### config.mk
export PLATFORM = sky130hd
export DESIGN_NAME = sd_card_arbiter
export DESIGN_NICKNAME = d
export VERILOG_FILES = /design/src/rtl/sd_card_arbiter.sv
export SDC_FILE = /design/constraint.sdc
export NUM_CORES = 1
export LEC_CHECK = 0
export ABC_AREA = 1
export CAP_MARGIN = 30
export CORE_UTILIZATION = 50
export CTS_BUF_LIST = sky130_fd_sc_hd__clkbuf_4 sky130_fd_sc_hd__clkbuf_8 sky130_fd_sc_hd__clkbuf_16
export DETAILED_ROUTE_END_ITERATION = 7
export PLACE_DENSITY = 0.8
export SLEW_MARGIN = 40
export SYNTH_ARGS = -nofsm -noshare
export SYNTH_HDL_FRONTEND = slang
export SYNTH_SLANG_ARGS = --single-unit
### constraint.sdc
create_clock -name clk -period 2.9 [get_ports clk]
set_clock_uncertainty 0.2 [all_clocks]
set_input_delay 0.435 -clock clk [delete_from_list [all_inputs] [get_ports clk]]
set_output_delay 0.435 -clock clk [all_outputs]
set_load 0.05 [all_outputs]
### src/rtl/sd_card_arbiter.sv
// Round-robin arbiter sharing one SD sector controller among N clients.
// Latches each client's request/LBA and routes the controller handshake to the owner only.
module sd_card_arbiter #(
  parameter int N       = 3,
  parameter int TIMEOUT = 1048576
) (
  input  logic            clk,
  input  logic            reset,
  input  logic [N-1:0]    ch_rd,
  input  logic [N-1:0]    ch_wr,
  input  logic [32*N-1:0] ch_lba,
  input  logic [8*N-1:0]  ch_wr_data,
  output logic [N-1:0]    ch_busy,
  output logic [N-1:0]    ch_rd_byte_strobe,
  output logic [N-1:0]    ch_done,
  output logic [N-1:0]    ch_err,
  output logic [N-1:0]    grant,
  output logic [31:0]     sd_lba,
  output logic            sd_rd,
  output logic            sd_wr,
  input  logic            sd_busy,
  input  logic            sd_done,
  input  logic            sd_rd_byte_strobe,
  output logic [7:0]      sd_wr_data
);

  localparam int IW = (N > 1) ? $clog2(N) : 1;

  typedef enum logic [1:0] {IDLE, ISSUE, ACTIVE, RELEASE} state_e;

  state_e         state_q;
  logic [N-1:0]   pend_q, pend_d;
  logic [N-1:0]   op_q;
  logic [31:0]    lba_q [N];
  logic [IW-1:0]  rr_q, cur_q;
  logic [N-1:0]   grant_q, done_q, err_q;
  logic [31:0]    sd_lba_q;
  logic           sd_rd_q, sd_wr_q;
  logic [20:0]    cnt_q;

  logic [N-1:0]   new_req;
  logic [N-1:0]   sel_oh;
  logic [IW-1:0]  sel;
  logic           sel_vld;
  logic           fin_done, fin_timeout;

  // Round-robin pick: first pending client after the last one served.
  always_comb begin
    int idx;
    idx     = 0;
    sel     = rr_q;
    sel_vld = 1'b0;
    for (int k = 1; k <= N; k++) begin
      idx = (int'(rr_q) + k) % N;
      if (!sel_vld && pend_q[idx]) begin
        sel_vld = 1'b1;
        sel     = IW'(idx);
      end
    end
    sel_oh      = '0;
    sel_oh[sel] = 1'b1;
  end

  // Pending set: new requests latch, the owner's entry clears when it finishes.
  always_comb begin
    new_req     = (ch_rd | ch_wr) & ~pend_q;
    fin_done    = ((state_q == ISSUE) || (state_q == ACTIVE)) && sd_done;
    fin_timeout = (state_q == ISSUE) && !sd_done && !sd_busy &&
                  (cnt_q == 21'(TIMEOUT - 1));
    if (fin_done || fin_timeout) begin
      pend_d = (pend_q | new_req) & ~grant_q;
    end else begin
      pend_d = pend_q | new_req;
    end
  end

  // Write data follows the registered grant; zero when nobody owns the controller.
  always_comb begin
    sd_wr_data = 8'h00;
    for (int i = 0; i < N; i++) begin
      if (grant_q[i]) begin
        sd_wr_data = ch_wr_data[8*i +: 8];
      end
    end
  end

  assign ch_busy           = grant_q & {N{sd_busy}};
  assign ch_rd_byte_strobe = grant_q & {N{sd_rd_byte_strobe}};
  assign ch_done           = done_q;
  assign ch_err            = err_q;
  assign grant             = grant_q;
  assign sd_lba            = sd_lba_q;
  assign sd_rd             = sd_rd_q;
  assign sd_wr             = sd_wr_q;

  // Arbitration FSM with request latches and registered controller outputs.
  always_ff @(posedge clk) begin
    if (reset) begin
      state_q  <= IDLE;
      pend_q   <= '0;
      op_q     <= '0;
      rr_q     <= IW'(N - 1);
      cur_q    <= '0;
      grant_q  <= '0;
      done_q   <= '0;
      err_q    <= '0;
      sd_lba_q <= 32'h0;
      sd_rd_q  <= 1'b0;
      sd_wr_q  <= 1'b0;
      cnt_q    <= 21'd0;
      for (int i = 0; i < N; i++) begin
        lba_q[i] <= 32'h0;
      end
    end else begin
      pend_q <= pend_d;
      for (int i = 0; i < N; i++) begin
        if (new_req[i]) begin
          op_q[i]  <= ch_wr[i];
          lba_q[i] <= ch_lba[32*i +: 32];
        end
      end
      done_q <= '0;
      err_q  <= '0;
      case (state_q)
        IDLE: begin
          // A transfer left running across reset must drain before a new grant.
          if (!sd_busy && sel_vld) begin
            grant_q  <= sel_oh;
            cur_q    <= sel;
            sd_lba_q <= lba_q[sel];
            sd_rd_q  <= ~op_q[sel];
            sd_wr_q  <= op_q[sel];
            cnt_q    <= 21'd0;
            state_q  <= ISSUE;
          end
        end
        ISSUE: begin
          if (sd_done) begin
            sd_rd_q <= 1'b0;
            sd_wr_q <= 1'b0;
            done_q  <= grant_q;
            rr_q    <= cur_q;
            state_q <= RELEASE;
          end else if (sd_busy) begin
            sd_rd_q <= 1'b0;
            sd_wr_q <= 1'b0;
            state_q <= ACTIVE;
          end else if (fin_timeout) begin
            sd_rd_q <= 1'b0;
            sd_wr_q <= 1'b0;
            err_q   <= grant_q;
            rr_q    <= cur_q;
            state_q <= RELEASE;
          end else begin
            cnt_q <= cnt_q + 21'd1;
          end
        end
        ACTIVE: begin
          if (sd_done) begin
            done_q  <= grant_q;
            rr_q    <= cur_q;
            state_q <= RELEASE;
          end
        end
        RELEASE: begin
          grant_q <= '0;
          state_q <= IDLE;
        end
        default: begin
          grant_q <= '0;
          state_q <= IDLE;
        end
      endcase
    end
  end

endmodule
# ---- After elaboration in Yosys (flattened, before gate mapping)
# Memory sizes are Yosys's and may differ from the RTL's. A register that Yosys moved wholly into a read port is not among the register bits.
# Cells that the tools add are included.
dict set report word_totals {
  word_cells 143
  mem_count 1
  register_bits 44
  mem_bits_rw 96
}
dict set report op_classes {
  bitwise 16
  addsub 4
  reduce_logical 27
  muxes 62
  order_cmp 5
  n_div 3
  n_eq_ne 12
}
# name depth width read_ports rd_clocked_by_memory_dff wr line
set mem_list {}
lappend mem_list {lba_q 3 32 1 1 3 34} ;# logic [31:0] lba_q [N];
# op n
set ops {}
lappend ops {{< comparator 32 x 4 -> 1 bit (second input constant)} 3}
lappend ops {{modulo 32 x 3 -> 32 bit (second input constant)} 3}
lappend ops {{two-way mux 32 bit} 3}
lappend ops {{two-way mux 21 bit} 4}
lappend ops {{one-hot mux 21 bit (2 select lines)} 1}
lappend ops {{two-way mux 1 bit} 27}
lappend ops {{two-way mux 2 bit} 12}
lappend ops {{two-way mux 8 bit} 3}
lappend ops {{adder 21 x 1 -> 21 bit (second input constant)} 1}
lappend ops {{== test 21 x 20 -> 1 bit (second input constant)} 1}
lappend ops {{bitwise AND 3 bit} 4}
lappend ops {{inequality test 2 bit (second input constant)} 5}
lappend ops {{binary-select mux 1 bit (select 2 bit)} 4}
lappend ops {{logical AND 1 bit} 8}
lappend ops {{one-hot mux 2 bit (4 select lines)} 1}
lappend ops {{adder 2 x 2 -> 3 bit (second input constant)} 2}
lappend ops {{two-way mux 3 bit} 2}
lappend ops {{inequality test 3 bit (second input constant)} 2}
lappend ops {{NOT 3 bit} 2}
lappend ops {{bitwise OR 3 bit} 2}
lappend ops {{one-hot mux 3 bit (2 select lines)} 1}
lappend ops {{AND reduction 3 bit} 2}
lappend ops {{nonzero test 2 bit} 3}
lappend ops {{NOT 1 bit} 5}
lappend ops {{19 further kinds} 28}

# ---- Longest topological paths before layout
# Gate-level depths: netlist of run 1.
dict set report logic_depth {
  word_depth 18
  depth_mapped 16
  ltp_nobuf 15
}

# ---- Worst setup path after synthesis of run 1
# OpenSTA, ideal clock, no wires.
dict set report synth_path {
  path_type {reg-to-output}
  from {register grant_q[0] (netlist: grant[0])}
  to {output port sd_wr_data[0]}
  arrival_time_ns 2.353
  n_path_buf 0
  path_slack_ns -0.088
  path_stages_with_launch 5
  required_time_ns 2.265
  path_cell_list {dfxtp_1 inv_1 nor2_1 a22oi_1 o21ai_0}
}
dict set report synth_via {
  elab_chain_cells 3
}
# item line
set synth_lines {}
lappend synth_lines {{from (decl)} 36} ;# logic [N-1:0] grant_q, done_q, err_q;
lappend synth_lines {{from (signal assigned)} 128} ;# grant_q <= sel_oh;
lappend synth_lines {{two-way mux 8 bit (3 in a row)} 81} ;# if (grant_q[i]) begin
lappend synth_lines {{to (decl)} 24} ;# output logic [7:0] sd_wr_data
# No other way between the ends.

# ---- Worst setup path in the final report of run 1
dict set report layout_path {
  from {register rr_q[0]}
  to {register cnt_q[16]}
}
dict set report layout_via {
  elab_chain_cells 15
  elab_cells_between_ends 25
  classes_between {add/sub: 3; div: 3; eq/ne: 1; mux: 12; reduce/logical: 6}
}
# item line
set layout_lines {}
lappend layout_lines {{from (decl)} 35} ;# logic [IW-1:0] rr_q, cur_q;
lappend layout_lines {{from (signal assigned)} 102} ;# rr_q <= IW'(N - 1);
lappend layout_lines {{from (signal assigned)} 142} ;# rr_q <= cur_q;
lappend layout_lines {{from (signal assigned)} 152} ;# rr_q <= cur_q;
lappend layout_lines {{adder 2 x 1 -> 3 bit} 54} ;# idx = (int'(rr_q) + k) % N;
lappend layout_lines {{modulo 32 x 3 -> 32 bit} 54}
lappend layout_lines {{binary-select mux 1 bit (select 2 bit)} 55} ;# if (!sel_vld && pend_q[idx]) begin
lappend layout_lines {{two-way mux 1 bit (implied by the code) (2 in a row)} 55}
lappend layout_lines {{two-way mux 1 bit} 55}
lappend layout_lines {{logical NOT 1 bit} 55}
lappend layout_lines {{logical AND 1 bit} 55}
lappend layout_lines {{two-way mux 1 bit} 55}
lappend layout_lines {{logical NOT 1 bit} 55}
lappend layout_lines {{logical AND 1 bit} 55}
lappend layout_lines {{two-way mux 1 bit (*)} 55}
lappend layout_lines {{logical AND 1 bit (*)} 127} ;# if (!sd_busy && sel_vld) begin
lappend layout_lines {{inequality test 2 bit (no source line) (*)} -}
lappend layout_lines {{AND reduction 5 bit (no source line) (*)} -}
lappend layout_lines {{to (signal assigned)} 155} ;# cnt_q <= cnt_q + 21'd1;
lappend layout_lines {{to (decl)} 39} ;# logic [20:0] cnt_q;
# Every way passes the cells marked *; elsewhere a longest branch is shown, timed or not. The select of a mux whose other input is x is not followed.
# A chain may end at the register's enable or synchronous reset.

==> results of run 1 <==
[state kept, by name, summed over array words and instances (netlist names), 3 cells and up]
name	cells
grant	3
cnt_q	21
lba_q	96
sd_lba	32
ch_done	3
op_q	3
ch_err	3
pend_q	3
[worst reg2reg max path, stage by stage (launching register included)]
cell and delay (ns):
dfxtp_1 0.41, inv_1 0.11, ha_1 0.41, inv_2 0.15, nand2_1 0.07, nand3_2 0.08
nand2_4 0.08, nand3_1 0.14, nand2_1 0.08, nand2_2 0.13, inv_1 0.09, nor2_4 0.20
buf_4 0.22, nand3_1 0.09, a21oi_1 0.13
[logic make-up after synthesis]
family                     Yosys count  synth area share [%]
adders and majority gates           10                  1.51
AOI/OAI and AO/OA                  136                  9.72
xor gates and xnor gates            15                  1.58
DFF                                172                  53.0
and+or+nand+nor                    467                  23.8
buffers and inverters              217                  10.3
[stage by stage]
stage / total power, mW / setup WS, ns / util [%] / std cells
final: 11.9 / 0.240 / 68.6 / 1432
after global routing: 12.5 / 0.0472 / 68.6 / 1431
after CTS: 11.8 / 0.257 / 68.6 / 1431
after detailed placement: 9.64 / 0.288 / 65.1 / 1399
after global placement: 9.57 / 0.369 / 65.1 / 1399
after floorplan: 7.62 / 0.285 / - / 1017
[worst max path at each step]
stage / to / startpoint / cells after the start / slack (ns)
2_1_floorplan: sd_wr_data[0] / grant[0] / 4 / 0.28
3_3_place_gp: cnt_q[20] / rr_q[0] / 14 / 0.37
3_5_place_dp: cnt_q[16] / rr_q[0] / 14 / 0.29
4_1_cts: ch_rd_byte_strobe[1] / grant[1] / 3 / 0.26
5_1_grt: cnt_q[16] / rr_q[0] / 14 / 0.05
6_report: cnt_q[16] / rr_q[0] / 14 / 0.24
[final cells by class]
cell class / count / area (µm²) / area share, %
inverter: 176 / 661 / 6.00
multi-input combinational: 628 / 3050 / 27.7
tap: 216 / 270 / 2.45
clock buffer: 20 / 454 / 4.12
sequential: 172 / 4400 / 40.0
timing repair buffer: 207 / 2070 / 18.8
clock inverter: 12 / 103 / 0.931
antenna: 1 / 2.50 / 0.0227
[cell usage in the layout (no fill, tap or decap), types with 2 or more instances in the layout]
cell type,instances
o21a_1,32
ha_1,10
xor2_1,13
nand4_1,8
o21ai_0,15
edfxtp_1,96
a22oi_1,8
nor2_1,135
inv_6,4
buf_4,25
nor4_1,2
xnor2_1,2
inv_2,5
nand3_2,3
clkinvlp_4,3
dfxtp_1,76
clkbuf_4,2
nand2_4,3
clkbuf_16,17
inv_1,171
o21ai_2,2
buf_12,6
nor3_1,6
o211ai_1,2
nand3_4,2
nand3_1,76
a21oi_1,64
o21ai_1,8
clkdlybuf4s50_1,176
inv_8,2
a211oi_1,4
nand2_2,2
nand2_1,225
clkinv_4,2
nor2_4,3
[power by group through the flow]
stage               clock (mW)  combinational (mW)  sequential [mW]
floorplan                    0                3.40             4.22
global placement             0                6.15             3.42
detailed placement           0                6.23             3.41
CTS                       2.18                6.28             3.38
global route              2.27                6.76             3.43
finish                    2.16                6.30             3.39
[layer usage]
metal	track usage, %	part of all wire [%]	up-vias
met2	44.8	50	275
met3	6.51	7.4	31
li1	-	-	3600
met5	0	0	-
met4	8.05	1.3	0
met1	32.2	41	3297
==> impl_metrics.csv, run 1 <==
group,metric,value,unit
status,status,"completed",
cells_and_area,drive_gt1_share,6.91,%
grt,grt_overflow,0,
timing,worst_slew_pin_slew,0.598,ns
yosys,async_flop_share,0,%
place,hpwl,14.6,mm
power_and_ir_drop,seq_power_share,28.6,%
place,gp_congestion,0.882,
timing,fmax,0.376,GHz
min_path,hp-class,"reg2reg",
detailed_routing,num_vias,7203,
yosys,synthTopCellsByCount,"nand2_1, inv_1, nor2_1",
detailed_routing,post_drt_via_cell_ratio,5.03,
worst_setup_path,rr_startpoint,"rr_q[0]",
worst_setup_path,cp_data_arrival_time,2.81,ns
place,io_buffers,187,
grt,grt_first_pass_wirelength,33.6,mm
power_and_ir_drop,power_density,1080,nW/µm²
power_and_ir_drop,pwr-share-comb,53.2,%
detailed_routing,drc,0,
yosys,synthesis.area,8300,µm²
yosys,synth_nets,1158,
yosys,netlist_instances,1017,
worst_setup_path,crit_type,"reg2reg",
yosys,synth_area_leader_cell,"edfxtp_1",
clocking,cts.repair_timing.setup_buffer_count,0,
power_and_ir_drop,p_leak,4.90,nW
worst_setup_path,critPathTopFamily,"simple AND/OR/NAND/NOR gates",
clocking,clockRootBuffer,"clkbuf_16",
clocking,ctsResizeCount,0,
detailed_routing,first_pass_iters,6,
yosys,netlist_top_cells_area,"edfxtp_1, dfxtp_1, nand2_1",
clocking,cts_tree,"yes",
power_and_ir_drop,p_int,6.29,mW
yosys,synthFlopType,"edfxtp_1",
worst_setup_path,cp-start-kind,"register",
worst_setup_path,path_buf_inv,4,
power_and_ir_drop,peakVddDrop,1110,µV
worst_setup_path,reg2reg_slack,0.24,ns
yosys,yosysSeqAreaShare,53.0,%
yosys,ys_ff_latch,172,
timing,final_hold_viol_count,0,
clocking,numCtsBuffers,17,
yosys,synth_most_common_cell,"nand2_1",
worst_setup_path,end_kind,"register",
min_path,hold_path_end,"op_q[2]",
detailed_routing,wirelength,21.8,mm
timing,fin_crit_sh,91.7,%
floorplan,row_count,46,
place,placed_cell_area,10500,µm²
grt,grt_pass1_vias,6826,
worst_setup_path,critPathSlowestCell,"dfxtp_1",
cells_and_area,area_growth,32.7,%
clocking,path_clk_slew,0.06,ns
yosys,yosysTopAreaCellShare,34.7,%
floorplan,die_y,131,µm
min_path,worstHoldStart,"op_q[2]",
timing,setup_viol,0,
worst_setup_path,rr_endpoint,"cnt_q[16]",
grt,track_usage,26.1,%
floorplan,design.core.area,16100,µm²
grt,antenna_found_initial,0,
clocking,ctsHtreeMaxLevel,4,
flow_run,max-cap-violations,0,
timing,maxSlewViolCount,0,
detailed_routing,dr.first_iter.drc_count,524,
power_and_ir_drop,pwr-share-clk,18.3,%
cells_and_area,fillers,1241,
cells_and_area,stdcell_area,11000,µm²
clocking,clkLatencyLatePin,0.42,ns
floorplan,start_util,51.7,%
detailed_routing,drtAntennaViolNets,0,
clocking,cts_sinks,172,
floorplan,design.die.area,17100,µm²
floorplan,die_w,131,µm
worst_setup_path,r2r_cells,14,
timing,rsz0062_at_grt,"false",
clocking,clk_path_buf_depth,2,
yosys,synthDistinctLibCells,32,
clocking,postCtsHoldBufs,0,
detailed_routing,wl_per_cell,15.2,µm
min_path,min_delay_path_depth,2,
floorplan,ioPinCount,188,
timing,setup_tns,0,ns
yosys,yosys_warnings,0,
power_and_ir_drop,netSwitchingPower,5.56,mW
timing,min_period,2.66,ns
grt,grt_max_degree,48,
power_and_ir_drop,switching_share,46.9,%
worst_setup_path,path_cells,"inv_1, ha_1, inv_2, nand2_1, nand3_2, nand2_4, nand3_1, nand2_1, nand2_2, inv_1, nor2_4, buf_4, nand3_1, a21oi_1",
timing,max_slew_margin,60.0,%
worst_setup_path,required,3.05,ns
timing,worst_hold_slack,0.266,ns
worst_setup_path,max_stage_delay,0.41,ns
yosys,syn_area_per_cell,8.16,µm²
cells_and_area,fin_nets,1343,
yosys,synth_edf_count,96,
worst_setup_path,path_max_fanout,12,
(Power assumes the default switching activity.)
==> run 2, diff against run 1 <==
CORE_UTILIZATION = 46   (was 50)
PLACE_DENSITY = 0.77   (was 0.8)
clock period = 2.3 ns   (was 2.9 ns; I/O delays follow)
==> impl_metrics.csv, run 2 (synthesized netlist as in run 1, its figures left out) <==
group,metric,value,unit
floorplan,design.core.area,17500,µm²
grt,grt_pass1_vias,7219,
timing,final_hold_viol_count,0,
detailed_routing,post_drt_via_cell_ratio,5.16,
timing,worst_slew_pin_slew,0.648,ns
timing,max_slew_margin,56.6,%
power_and_ir_drop,switching_share,45.4,%
detailed_routing,drc,0,
clocking,ctsHtreeMaxLevel,4,
cells_and_area,mostFrequentLayoutCells,"nand2_1, clkdlybuf4s50_1, inv_1",
place,hpwl,15.2,mm
floorplan,start_util,47.5,%
timing,maxSlewViolCount,0,
timing,fin_crit_sh,104,%
power_and_ir_drop,p_int,10.1,mW
clocking,clockRootBuffer,"clkbuf_16",
floorplan,die_y,136,µm
cells_and_area,stdcell_area,12200,µm²
grt,grt_max_degree,39,
cells_and_area,fillers,1272,
flow_run,max-cap-violations,0,
timing,setup_tns,-0.827,ns
min_path,hp-class,"reg2reg",
grt,antenna_found_initial,0,
place,dp_slack,-0.160,ns
grt,grt_first_pass_wirelength,34.8,mm
clocking,cts_sinks,172,
timing,setup_viol,27,
worst_setup_path,end_kind,"register",
detailed_routing,wirelength,24.4,mm
place,gp_congestion,0.903,
cells_and_area,antenna_cells,0,
timing,worst_hold_slack,0.299,ns
status,status,"finished with violations",
clocking,postCtsHoldBufs,0,
worst_setup_path,required,2.44,ns
cells_and_area,final_common_cell,"nand2_1",
timing,fmax,0.419,GHz
floorplan,row_count,48,
floorplan,ioPinCount,188,
floorplan,design.die.area,18600,µm²
worst_setup_path,path_max_fanout,6,
clocking,clk_path_buf_depth,2,
clocking,clkLatencyLatePin,0.44,ns
power_and_ir_drop,power_density,1510,nW/µm²
clocking,numCtsBuffers,17,
clocking,cts_tree,"yes",
worst_setup_path,reg2reg_slack,-0.09,ns
status,violations,"setup timing",
worst_setup_path,crit_type,"reg2reg",
place,placed_cell_area,11000,µm²
cells_and_area,drive_gt1_share,18.0,%
detailed_routing,dr.first_iter.drc_count,531,
power_and_ir_drop,peakVddDrop,1280,µV
cells_and_area,fin_nets,1399,
worst_setup_path,cp_data_arrival_time,2.53,ns
detailed_routing,wl_per_cell,16.3,µm
timing,rsz0062_at_grt,"true",
place,io_buffers,187,
worst_setup_path,cp-start-kind,"register",
power_and_ir_drop,pwr-share-comb,61.5,%
clocking,path_clk_slew,0.07,ns
detailed_routing,first_pass_iters,5,
floorplan,die_w,136,µm
grt,grt_overflow,0,
power_and_ir_drop,p_leak,5.38,nW
detailed_routing,drtAntennaViolNets,0,
cells_and_area,final_util,69.8,%
power_and_ir_drop,netSwitchingPower,8.36,mW
power_and_ir_drop,seq_power_share,23.2,%
timing,min_period,2.39,ns
cells_and_area,largest-register,"lba_q",
timing,setup_slack,-0.0860,ns
detailed_routing,num_vias,7718,
cells_and_area,area_growth,47.0,%
grt,track_usage,24.8,%
power_and_ir_drop,pwr-share-clk,15.4,%
cells_and_area,largest_register_ffs,96,
[run 2: path summary, 6_finish.rpt]
| kind | endpoint | start | cells past startpoint |
|---|---|---|---|
| worst max-delay path | sd_lba[4] | rr_q[0] | 16 |
| worst min-delay path | cnt_q[19] | cnt_q[19] | 2 |
| worst max register to register | sd_lba[4] | rr_q[0] | 16 |
| worst min register to register | cnt_q[19] | cnt_q[19] | 2 |
[run 2: timing repair]
item | 4_1_cts | 5_1_grt
resized for setup | 25 | 84
pin swaps | 8 | 35
cloned | 2 | 5
setup buffers | 6 | 9
endpoints found under the hold margin | 0 | 0
setup endpoints to repair | 65 | 60
[run 2: power groups by stage]
stage	logic (mW)	clock network [mW]	registers (mW)
global placement	8.55	0	4.28
floorplan	4.34	0	5.32
CTS	9.65	2.85	4.24
finish	11.3	2.83	4.27
detailed placement	8.72	0	4.28
global route	11.9	2.98	4.32
[run 2: cell type report]
cell class                 instances  area (µm²)  share of cell area, %
sequential                       172        4410                   36.1
multi-input combinational        628        3380                   27.7
timing repair buffer             263        2880                   23.6
tap                              225         282                   2.31
clock buffer                      18         439                   3.60
clock inverter                    14         151                   1.24
inverter                         176         668                   5.47
[run 2: critical path, stage by stage (launching register included)]
cell and delay [ns]:
dfxtp_2 0.35, inv_2 0.06, ha_4 0.31, buf_4 0.14, o21ai_2 0.06, nand2_2 0.11
nand3_4 0.14, inv_4 0.12, nand2_4 0.07, nand2_8 0.10, nor2_4 0.04, buf_12 0.14
clkbuf_16 0.16, nand2_1 0.09, nand3_2 0.08, nand2_1 0.08, inv_1 0.04
[run 2: metal layers]
metal | part of all wire (%) | wire length (µm) | GRT usage (%)
met5 | 0 | 0 | 0
met4 | 3.9 | 940 | 11.9
met3 | 7.2 | 1770 | 5.33
met2 | 50 | 12200 | 42.2
met1 | 39 | 9400 | 29.7
[run 2: metrics by stage]
stage / cells / power, mW
floorplan: 1017 / 9.65
global placement: 1443 / 12.8
detailed placement: 1443 / 13.0
CTS: 1483 / 16.7
global route: 1496 / 19.2
finish: 1496 / 18.4
==> run 3, diff against run 2 <==
CORE_MARGIN = 1.5   (was default)
==> impl_metrics.csv, run 3 (synthesized netlist as in run 1, its figures left out) <==
group,metric,value,unit
detailed_routing,num_vias,7667,
timing,setup_slack,-0.109,ns
timing,fmax,0.415,GHz
timing,maxSlewViolCount,0,
clocking,clkLatencyLatePin,0.44,ns
detailed_routing,wl_per_cell,15.9,µm
grt,grt_overflow,0,
flow_run,max-cap-violations,0,
timing,fin_crit_sh,105,%
place,gp_congestion,0.885,
cells_and_area,area_growth,49.4,%
grt,antenna_found_initial,0,
worst_setup_path,rr_startpoint,"rr_q[0]",
cells_and_area,final_common_cell,"nand2_1",
floorplan,die_w,137,µm
floorplan,start_util,47.5,%
grt,grt_first_pass_wirelength,35.8,mm
power_and_ir_drop,p_leak,5.59,nW
timing,setup_viol,27,
clocking,cts_tree,"yes",
worst_setup_path,required,2.43,ns
status,status,"finished with violations",
floorplan,ioPinCount,188,
cells_and_area,regArea,4410,µm²
worst_setup_path,r2r_cells,17,
power_and_ir_drop,peakVddDrop,1190,µV
worst_setup_path,critPathLaunch,"rr_q[0]",
cells_and_area,antenna_cells,0,
detailed_routing,drc,0,
clocking,clk_path_buf_depth,2,
clocking,numCtsBuffers,17,
floorplan,row_count,48,
grt,track_usage,24.8,%
timing,rsz0062_at_grt,"true",
timing,setup_tns,-1.78,ns
clocking,path_clk_slew,0.07,ns
worst_setup_path,crit_type,"reg2reg",
grt,grt_pass1_vias,7361,
worst_setup_path,cp_data_arrival_time,2.54,ns
timing,final_hold_viol_count,0,
cells_and_area,fin_nets,1410,
detailed_routing,dr.first_iter.drc_count,578,
clocking,postCtsHoldBufs,0,
clocking,cts_sinks,172,
status,violations,"setup timing",
worst_setup_path,rr_endpoint,"sd_lba[3]",
clocking,ctsHtreeMaxLevel,4,
cells_and_area,fillers,1221,
floorplan,die_y,137,µm
worst_setup_path,reg2reg_slack,-0.11,ns
place,dp_slack,-0.109,ns
cells_and_area,multi_input_area,3480,µm²
cells_and_area,largest_register_ffs,96,
worst_setup_path,endpoint,"sd_lba[3]",
timing,max_slew_margin,57.7,%
worst_setup_path,cp-start-kind,"register",
cells_and_area,drive_gt1_share,19.8,%
timing,worst_slew_pin_slew,0.633,ns
timing,min_period,2.41,ns
cells_and_area,mostFrequentLayoutCells,"nand2_1, clkdlybuf4s50_1, inv_1",
worst_setup_path,path_max_fanout,6,
detailed_routing,wirelength,24.0,mm
worst_setup_path,end_kind,"register",
place,io_buffers,187,
detailed_routing,drtAntennaViolNets,0,
timing,worst_hold_slack,0.300,ns
clocking,clockRootBuffer,"clkbuf_16",
power_and_ir_drop,power_density,1510,nW/µm²
place,hpwl,15.5,mm
floorplan,design.core.area,17500,µm²
detailed_routing,post_drt_via_cell_ratio,5.09,
grt,grt_max_degree,41,
min_path,hp-class,"reg2reg",
cells_and_area,largest-register,"lba_q",
floorplan,design.die.area,18900,µm²
detailed_routing,first_pass_iters,5,
run 3: changes by cell type in the layout (fill, tap and decap cells not counted), moves of 3 or more:
cell        previous run  this run
buf_4                 49        63
buf_6                 10         7
a21oi_2                9         1
nand2_2               33        27
nand2_1              192       181
clkinvlp_4             5         0
nand3_2               16        30
clkinv_4               1         6
nand3_1               61        49
a21oi_1               55        63
nand2_4                4        22
run 3: how the worst min path moves through the flow:
stage | startpoint | endpoint | slack [ns] | cells after the start
after floorplan | op_q[2] | op_q[2] | 0.24 | 2
after global placement | grant[2] | pend_q[2] | 0.27 | 1
after detailed placement | cur_q[0] | cur_q[0] | 0.28 | 2
after CTS | cnt_q[19] | cnt_q[19] | 0.30 | 2
after global routing | op_q[2] | op_q[2] | 0.33 | 2
final | cnt_q[19] | cnt_q[19] | 0.30 | 2
run 3: cell type report:
class	instances	share of cell area [%]
clock buffer	18	3.54
inverter	176	5.45
sequential	172	35.6
tap	225	2.27
timing repair buffer	274	23.9
multi-input combinational	628	28.1
clock inverter	14	1.21
run 3: per-stage QoR:
step | utilization [%] | instance area (µm²) | std cells | total power [mW]
final | 71.0 | 12400 | 1507 | 18.7
after global routing | 71.0 | 12400 | 1507 | 19.5
after CTS | 68.1 | 11900 | 1497 | 16.9
after detailed placement | 63.6 | 11100 | 1458 | 13.2
after global placement | 63.6 | 11100 | 1458 | 13.1
after floorplan | - | 8330 | 1017 | 9.65
run 3: worst max-delay path: stages (launching register included):
cell       delay, ns
dfxtp_4         0.37
inv_6           0.04
ha_4            0.27
inv_4           0.08
buf_6           0.10
nand2_1         0.04
nor2_1          0.20
nand3_2         0.12
nand3_1         0.10
nand2_2         0.09
nand2_4         0.09
nor2_4          0.05
buf_12          0.14
clkbuf_16       0.17
nand2_2         0.07
nand3_2         0.06
nand2_1         0.07
inv_1           0.04
run 3: power by group:
group          total, mW  leakage [nW]  internal (mW)  switching (mW)
sequential          4.27          1.66           3.89           0.385
combinational       11.6          3.64           4.86            6.73
clock               2.84         0.290           1.48            1.36
run 3: repair_timing:
| item | in CTS | in global routing |
|---|---|---|
| resized for setup | 36 | 100 |
| buffers inserted | 5 | 8 |
| pin swaps | 13 | 44 |
| gates cloned | 2 | 4 |
| endpoints found under the setup margin | 57 | 68 |
run 3: metal layers:
layer	routed length [µm]	GRT usage [%]	up-vias
met5	0	0	-
met4	738	11.2	0
met3	1710	3.97	58
met2	11900	43.2	355
met1	9620	30.1	3516
li1	-	-	3738
